File: src/rtl/pwm_capture_pkg.sv
`default_nettype none
// ============================================================================
//  Module   : pwm_capture_pkg
//  Purpose  : Shared constants for the pwm_capture pulse-measurement block:
//             default counter width, saturation value and FSM state codes.
//  Revision : 1.0 - initial release
// ============================================================================
package pwm_capture_pkg;

    // Default counter width; matches the synthesiser period width.
    localparam int c_CTR_SIZE_DEFAULT = 24;

    // Saturation value of a default-width cycle counter.
    localparam logic [c_CTR_SIZE_DEFAULT-1:0] c_CNT_MAX = '1;

    // Measurement FSM encoding.
    localparam int       c_STATE_W = 1;
    localparam logic [0:0] c_ST_ARM  = 1'b0;   // waiting for the first rising edge
    localparam logic [0:0] c_ST_RUN  = 1'b1;   // measuring

endpackage : pwm_capture_pkg
`default_nettype wire

File: src/rtl/pwm_capture_edge_sync.sv
`default_nettype none
// ============================================================================
//  Module   : edge_sync
//  Purpose  : Two-flop synchroniser for an asynchronous input followed by a
//             single-cycle rising/falling edge detector. Suitable for any slow
//             external input (pulse pins, buttons).
//  Ports    : clk     - system clock
//             rst     - synchronous active-high reset
//             i_in    - asynchronous input
//             o_level - synchronised input level
//             o_rise  - one-cycle pulse on a synchronised 0->1 transition
//             o_fall  - one-cycle pulse on a synchronised 1->0 transition
//  Revision : 1.0 - initial release
// ============================================================================
module edge_sync (
    input  logic clk,
    input  logic rst,
    input  logic i_in,
    output logic o_level,
    output logic o_rise,
    output logic o_fall
);

    logic r_s0;
    logic r_s1;
    logic r_prev;

    always_ff @(posedge clk) begin
        if (rst) begin
            r_s0   <= 1'b0;
            r_s1   <= 1'b0;
            r_prev <= 1'b0;
        end else begin
            r_s0   <= i_in;
            r_s1   <= r_s0;
            r_prev <= r_s1;
        end
    end

    // Every edge sees the same pipeline delay, so intervals between edges
    // are preserved exactly.
    assign o_level = r_s1;
    assign o_rise  = r_s1 & ~r_prev;
    assign o_fall  = ~r_s1 & r_prev;

endmodule : edge_sync
`default_nettype wire

File: src/rtl/pwm_capture.sv
`default_nettype none
// ============================================================================
//  Module   : pwm_capture
//  Purpose  : Measures an incoming pulse waveform. Reports the period and the
//             high time (in clk cycles) of every complete cycle, with a
//             one-cycle strobe per measurement, and flags a stalled/constant
//             input when no rising edge arrives before the counter saturates.
//  Ports    : clk         - system clock
//             rst         - synchronous active-high reset
//             pwm_in      - asynchronous pulse input
//             period      - cycles between the last two rising edges
//             high_time   - cycles from a rising edge to the following fall
//             new_measure - one-cycle strobe, period/high_time updated
//             stalled     - no rising edge within 2^CTR_SIZE-1 cycles
//             level       - synchronised input level
//  Revision : 1.0 - initial release
// ============================================================================
module pwm_capture
    import pwm_capture_pkg::*;
#(
    parameter int CTR_SIZE = c_CTR_SIZE_DEFAULT
) (
    input  logic                clk,
    input  logic                rst,
    input  logic                pwm_in,
    output logic [CTR_SIZE-1:0] period,
    output logic [CTR_SIZE-1:0] high_time,
    output logic                new_measure,
    output logic                stalled,
    output logic                level
);

    localparam logic [CTR_SIZE-1:0] c_CNT_LIMIT = {CTR_SIZE{1'b1}};
    localparam logic [CTR_SIZE-1:0] c_CNT_ONE   = {{(CTR_SIZE-1){1'b0}}, 1'b1};

    logic                 w_level;
    logic                 w_rise;
    logic                 w_fall;
    logic                 w_cnt_sat;

    logic [c_STATE_W-1:0] r_state;
    logic [CTR_SIZE-1:0]  r_cnt;
    logic [CTR_SIZE-1:0]  r_hi_latch;
    logic [CTR_SIZE-1:0]  r_period;
    logic [CTR_SIZE-1:0]  r_high_time;
    logic                 r_new_measure;
    logic                 r_stalled;

    edge_sync u_edge_sync (
        .clk     (clk),
        .rst     (rst),
        .i_in    (pwm_in),
        .o_level (w_level),
        .o_rise  (w_rise),
        .o_fall  (w_fall)
    );

    assign w_cnt_sat = (r_cnt == c_CNT_LIMIT);

    always_ff @(posedge clk) begin
        if (rst) begin
            r_state       <= c_ST_ARM;
            r_cnt         <= '0;
            r_hi_latch    <= '0;
            r_period      <= '0;
            r_high_time   <= '0;
            r_new_measure <= 1'b0;
            r_stalled     <= 1'b1;
        end else begin
            r_new_measure <= 1'b0;
            case (r_state)
                c_ST_ARM: begin
                    // Counter idles here; the first rise only starts a cycle,
                    // there is no complete cycle to report yet.
                    if (w_rise) begin
                        r_state    <= c_ST_RUN;
                        r_cnt      <= c_CNT_ONE;
                        r_hi_latch <= '0;
                    end
                end
                c_ST_RUN: begin
                    if (w_rise) begin
                        // A rise on the saturation cycle still wins over the
                        // timeout. hi_latch stays 0 if no fall was seen.
                        r_period      <= r_cnt;
                        r_high_time   <= r_hi_latch;
                        r_new_measure <= 1'b1;
                        r_stalled     <= 1'b0;
                        r_cnt         <= c_CNT_ONE;
                        r_hi_latch    <= '0;
                    end else if (w_cnt_sat) begin
                        r_period    <= '0;
                        r_high_time <= '0;
                        r_stalled   <= 1'b1;
                        r_state     <= c_ST_ARM;
                    end else begin
                        r_cnt <= r_cnt + c_CNT_ONE;
                        if (w_fall) begin
                            r_hi_latch <= r_cnt;
                        end
                    end
                end
                default: begin
                    r_state <= c_ST_ARM;
                end
            endcase
        end
    end

    assign period      = r_period;
    assign high_time   = r_high_time;
    assign new_measure = r_new_measure;
    assign stalled     = r_stalled;
    assign level       = w_level;

endmodule : pwm_capture
`default_nettype wire

File: config.mk
export PLATFORM = sky130hd
export DESIGN_NAME = pwm_capture
export DESIGN_NICKNAME = d
export VERILOG_FILES = /design/src/rtl/pwm_capture_pkg.sv /design/src/rtl/pwm_capture_edge_sync.sv /design/src/rtl/pwm_capture.sv
export SDC_FILE = /design/constraint.sdc
export NUM_CORES = 1
export LEC_CHECK = 0
export BUFFER_PORTS_ARGS = -buffer_cell sky130_fd_sc_hd__buf_2
export CAP_MARGIN = 10
export CORE_UTILIZATION = 50
export CTS_CLUSTER_SIZE = 14
export DETAILED_ROUTE_END_ITERATION = 7
export PLACE_DENSITY = 0.68
export SYNTH_ARGS = -nofsm -noshare
export SYNTH_HDL_FRONTEND = slang
export SYNTH_HIERARCHICAL = 1
export SYNTH_SLANG_ARGS = --single-unit
File: constraint.sdc
create_clock -name clk -period 2.2 [get_ports clk]
set_input_delay 0.22 -clock clk [delete_from_list [all_inputs] [get_ports clk]]
set_output_delay 0.22 -clock clk [all_outputs]
set_load 0.01 [all_outputs]
==> out/summary.txt, run 1 <==
Post-CTS Resized - 0
#FFs+latches synth - 102
Design area - 4700 µm²
GP Congestion - 0.924
CP Data Arrival Time - 2.39 ns
Post-Route WL - 9530 µm
Number of I/O pins - 54
Startpoint types - flip-flop
Starting Density - 0.518
Crit end category - flip-flop
Internal power - 0.00252 W
CP Cell Sequence - ha_1 > nand4_1 > or3_1 > o21ai_1 > buf_4 > or4_2 > a21oi_1
Setup TNS - 0 ns
Port-buffer cells - 53
Critical-path maximum fanout - 11
Area after DPL - 4490 µm²
Slew headroom - 0.658
Worst r2r dst - r_cnt[5]
Initial antenna violation count - 0
Cell Rows - 32
Fin crit share - 0.953
Syn_nets - 491
CTS tree - done
Final Slew Violations - 0
Layout cell share with drive strength beyond 1 - 0.200
Gate power share - 0.034
Postcts setup bufs - 0
VDD IR max - 391 µV
Async S/R FF share, synth - 0
Slew @ Worst Pin - 0.513 ns
P&R area growth vs syn - 17.0%
Class of the worst hold path - in2reg
Reg power frac - 0.573
First-pass detailed-route iteration total - 5
Clock network power share - 0.393
Fin nets - 546
Die width - 91.7 µm
Seq/Total Area, Yosys - 0.508
RSZ-0062 raised after global routing - false
TritonCTS Buffers - 9
Area of the core - 7770 µm²
Drt via density - 5.49
Mapped Avg Cell Area - 8.26 µm²
Critical path launch point - r_cnt[0]
MaxCap Viol Count - 0
Most frequent cell after synthesis - dfxtp_1
Cells after synthesis - 487
GRT overflow - 0
Drt wl/cell - 14.7 µm
Filler cell count in the final layout - 734
Clock sinks - 102
Sw Ratio - 0.222
Critical path's slowest cell - or4_2
Largest net degree at the start of global routing - 40
Mapped Area - 4020 µm²
Power per cell area - 689 nW/µm²
ANT nets after route - 0
Setup crit end - r_cnt[5]
Worst r2r src - r_cnt[0]
Register area - 2040 µm²
Synth warnings - 6
Number of diodes - 0
Die ar. - 8410 µm²
Hold_buf cts - 0
Vias in the first global route - 3325
Post-synth top area cell - dfxtp_1
H-tree Lvls - 3
Post-DP HPWL - 6760 µm
Clk Latency, worst-skew pair - 0.36 ns
Die H - 91.7 µm
Fmax - 477 MHz
CTS Buffer Depth - 2
Post-synth EDFFs - 0
Multi-input logic area - 1810 µm²
Switch Pwr - 0.000721 W
Ys flop type - dfxtp_1
Yosys cell types - 44
First-pass GRT wire length - 16300 µm
Final setup vio count - 0
Root buffer cell - clkbuf_8
Required @ worst endpoint - 2.50 ns
Synth top area cells - dfxtp_1 (51%), a21oi_1 (9.8%), nand2_1 (9.4%)
Leak - 1.75 nW
Outcome - completed
Top cells by count, synth - dfxtp_1 (102), nand2_1 (101), a21oi_1 (79)
Kind of critical path - reg2reg
Clk slew on worst S/H paths - 0.10 ns
CP max stage delay - 0.60 ns
DRC violations left - 0
Reg2Reg Depth - 7
Initial drt markers - 205
Vias - 3556
Worst Skew - 0.00845 ns
R2r setup slk - 0.10 ns
Share of the synthesized area in the top cell type - 0.508
Fin. Hold Viols - 0
Gr usage total - 0.244
Fin crit period - 2.10 ns
-- cells in the final DEF (no fill, tap or decap), drive strengths merged --
| cell type | n |
|---|---|
| buf | 80 |
| o22ai | 1 |
| nand2 | 101 |
| o31ai | 3 |
| inv | 7 |
| nand4 | 10 |
| o21bai | 2 |
| and3 | 2 |
| a21o | 1 |
| clkinv | 1 |
| bufinv | 2 |
| or3 | 10 |
| nor3 | 7 |
| xor2 | 1 |
| ha | 1 |
| clkbuf | 10 |
| o311ai | 1 |
| nor2b | 6 |
| and4 | 4 |
| o211ai | 2 |
| or4 | 4 |
| o41ai | 1 |
| nor4 | 4 |
| nand3 | 11 |
| o21ai | 58 |
| mux2i | 4 |
| or2 | 1 |
| o221a | 1 |
| nor2 | 15 |
| a31oi | 3 |
| xnor2 | 7 |
| a21oi | 81 |
| dfxtp | 102 |
| a41o | 2 |
-- layout make-up --
cell class,instances,share of cell area
multi-input combinational,344,0.385
tap,102,0.0271
clock buffer,10,0.0271
inverter,5,0.00399
timing repair buffer,80,0.105
sequential,102,0.434
clock inverter,5,0.0176
-- flip-flops by register name, indices dropped and copies added, names as in the netlist --
signal and flops:
r_cnt 24, u_edge_sync/r_s0 1, period 24, new_measure 1, r_state 1, high_time 24
stalled 1, u_edge_sync/o_level 1, r_hi_latch 24, u_edge_sync/r_prev 1
-- critical path: cells and delay by family, from the launching register on --
kind            cells  cell delay, ns
compound gates      2            0.25
flops               1            0.39
fa+ha+maj           1            0.29
simple gates        3            0.89
buf+inv             1            0.20
-- power groups by stage --
stage	clock (W)	sequential, W	combinational (W)
after global routing	0.00136	0.00186	0.000121
final	0.00128	0.00186	0.000109
after CTS	0.00129	0.00186	0.000108
after detailed placement	0	0.00190	0.000109
after floorplan	0	0.00190	0.0000714
after global placement	0	0.00190	0.000108
-- layer usage --
metal	wire (µm)	track usage	vias to the layer above
met5	0	0	-
met4	121	0.0951	0
met3	476	0.0340	13
met2	4300	0.375	104
met1	4630	0.347	1640
li1	-	-	1799
-- through the flow --
step                worst slack, ns  std cells  power, W   util  hold WS, ns
CTS                           0.131        648   0.00326  0.606       0.0714
global route                0.00194        648   0.00334  0.606       0.0751
floorplan                     0.322        487   0.00197      -        0.292
finish                        0.104        648   0.00324  0.606       0.0832
detailed placement            0.158        633   0.00201  0.578        0.435
global placement              0.219        633   0.00201  0.578        0.416
-- kinds of logic after synthesis --
logic type | count (synthesis) | synth area share
multiplexers | 4 | 0.00995
buffers and inverters | 41 | 0.0426
adder cells (fa/ha/maj) | 1 | 0.00311
flip-flops | 102 | 0.508
XOR/XNOR | 8 | 0.0174
AO/OA/AOI/OAI | 156 | 0.209
AND/OR/NAND/NOR | 175 | 0.210
-- worst min path at each step --
stage | startpoint | cells past startpoint | end
3_5_place_dp | u_edge_sync/r_s0 | 1 | u_edge_sync/o_level
2_1_floorplan | rst | 1 | u_edge_sync/o_level
5_1_grt | pwm_in | 2 | u_edge_sync/r_s0
6_report | pwm_in | 2 | u_edge_sync/r_s0
3_3_place_gp | u_edge_sync/r_s0 | 1 | u_edge_sync/o_level
4_1_cts | pwm_in | 2 | u_edge_sync/r_s0
No activity file was read; power rests on OpenSTA's default activity.
==> run 2, diff against run 1 <==
- CORE_MARGIN: unset -> 2
==> out/summary.txt, run 2 (same netlist as run 1, synthesis figures left out) <==
Slew headroom - 0.669 (was 0.658)
Largest net degree at the start of global routing - 36 (was 40)
TritonCTS Buffers - 9 (unchanged)
Required @ worst endpoint - 2.49 ns (was 2.50 ns)
H-tree Lvls - 3 (unchanged)
Die ar. - 8780 µm² (was 8410 µm²)
Fin crit share - 0.929 (was 0.953)
ANT nets after route - 0 (unchanged)
Initial drt markers - 209 (was 205)
Gr usage total - 0.234 (was 0.244)
Drt via density - 5.52 (was 5.49)
Vias - 3600 (was 3556)
Starting Density - 0.518 (unchanged)
DRC violations left - 0 (unchanged)
Root buffer cell - clkbuf_8 (unchanged)
Fin nets - 549 (was 546)
First-pass detailed-route iteration total - 5 (unchanged)
Fmax - 489 MHz (was 477 MHz)
Design area - 4730 µm² (was 4700 µm²)
Kind of critical path - reg2reg (unchanged)
MaxCap Viol Count - 0 (unchanged)
P&R area growth vs syn - 17.7% (was 17.0%)
Post-DP HPWL - 6810 µm (was 6760 µm)
Layout cell share with drive strength beyond 1 - 0.205 (was 0.200)
Class of the worst hold path - in2reg (unchanged)
Startpoint types - flip-flop (unchanged)
Postcts setup bufs - 0 (unchanged)
First-pass GRT wire length - 16200 µm (was 16300 µm)
Fin crit period - 2.04 ns (was 2.10 ns)
Initial antenna violation count - 0 (unchanged)
Filler cell count in the final layout - 706 (was 734)
Commonest non-fill, non-tap cells in the layout - dfxtp_1 (102), nand2_1 (101), a21oi_1 (79), o21ai_0 (53), buf_2 (53) (unchanged)
Util after Layout - 0.610 (was 0.606)
Minimum hold slack - 0.0682 ns (was 0.0832 ns)
Final setup vio count - 0 (unchanged)
Total power - 0.00319 W (was 0.00324 W)
Final Slew Violations - 0 (unchanged)
RSZ-0062 raised after global routing - false (unchanged)
Number of I/O pins - 54 (unchanged)
Post-Route WL - 9720 µm (was 9530 µm)
Vias in the first global route - 3228 (was 3325)
Fin. Hold Viols - 0 (unchanged)
Outcome - completed (unchanged)
Commonest non-fill, non-tap cell in the layout - dfxtp_1 (unchanged)
Port-buffer cells - 53 (unchanged)
VDD IR max - 386 µV (was 391 µV)
Cell Rows - 32 (unchanged)
Setup TNS - 0 ns (unchanged)
GP Congestion - 0.903 (was 0.924)
CTS Buffer Depth - 2 (unchanged)
Number of diodes - 0 (unchanged)
Area of the core - 7770 µm² (unchanged)
Drt wl/cell - 14.9 µm (was 14.7 µm)
CTS tree - done (unchanged)
Leak - 1.77 nW (was 1.75 nW)
Clk Latency, worst-skew pair - 0.37 ns (was 0.36 ns)
Post-CTS Resized - 0 (unchanged)
Power per cell area - 674 nW/µm² (was 689 nW/µm²)
Crit end category - flip-flop (unchanged)
CP Data Arrival Time - 2.34 ns (was 2.39 ns)
Area after DPL - 4530 µm² (was 4490 µm²)
Hold_buf cts - 0 (unchanged)
Clk slew on worst S/H paths - 0.10 ns (about the same)
Clock sinks - 102 (unchanged)
GRT overflow - 0 (unchanged)
Die H - 93.7 µm (was 91.7 µm)
Critical-path maximum fanout - 12 (was 11)
Die width - 93.7 µm (was 91.7 µm)
Worst Skew - 0.0137 ns (was 0.00845 ns)
Slew @ Worst Pin - 0.496 ns (was 0.513 ns)
## run 2: cell count changes in the layout (fill, tap and decap cells not counted), sizes merged
cell	change
buf	+3
bufinv	-1
clkinv	+1
inv	+1
## run 2: final cells by class
type	count	area (µm²)	area share
well taps	102	128	0.0270
multi-input cells	344	1810	0.383
clock inverters	6	76.3	0.0161
flip-flops and latches	102	2040	0.431
clock buffers	10	128	0.0270
inverters	5	18.8	0.00396
repair buffers	83	528	0.112
## run 2: metrics by stage
stage          setup WS (ns)  std cells
2_1_floorplan          0.322        487
3_3_place_gp           0.228        636
3_5_place_dp           0.175        636
4_1_cts                0.112        652
5_1_grt               0.0372        652
6_report               0.156        652
## run 2: critical path: stages, from the launching register on
cell and delay, ns:
dfxtp_1 0.40, ha_2 0.25, nand4_1 0.12, or3_1 0.15, o21ai_1 0.08, buf_4 0.19
or4_2 0.60, a21oi_1 0.17
## run 2: path summary, 6_finish.rpt
path                    startpoint             endpoint  slack [ns]  cells after the start
hold reg to reg   u_edge_sync/r_s0  u_edge_sync/o_level        0.44                      1
setup / recovery          r_cnt[0]            r_cnt[11]        0.16                      7
setup reg to reg          r_cnt[0]            r_cnt[11]        0.16                      7
hold / removal              pwm_in     u_edge_sync/r_s0        0.07                      2
## run 2: metal layers
layer	part of all wire	vias up	global-route usage
met4	0.011	0	0.0700
li1	-	1813	-
met1	0.49	1690	0.336
met3	0.043	9	0.0337
met5	0	-	0
met2	0.46	88	0.365
## run 2: where the power goes
part / total, W / internal (W) / switching (W)
clock: 0.00122 / 0.000547 / 0.000672
combinational: 0.000112 / 0.0000310 / 0.0000805
sequential: 0.00186 / 0.00185 / 0.00000859
total: 0.00319 / 0.00243 / 0.000761
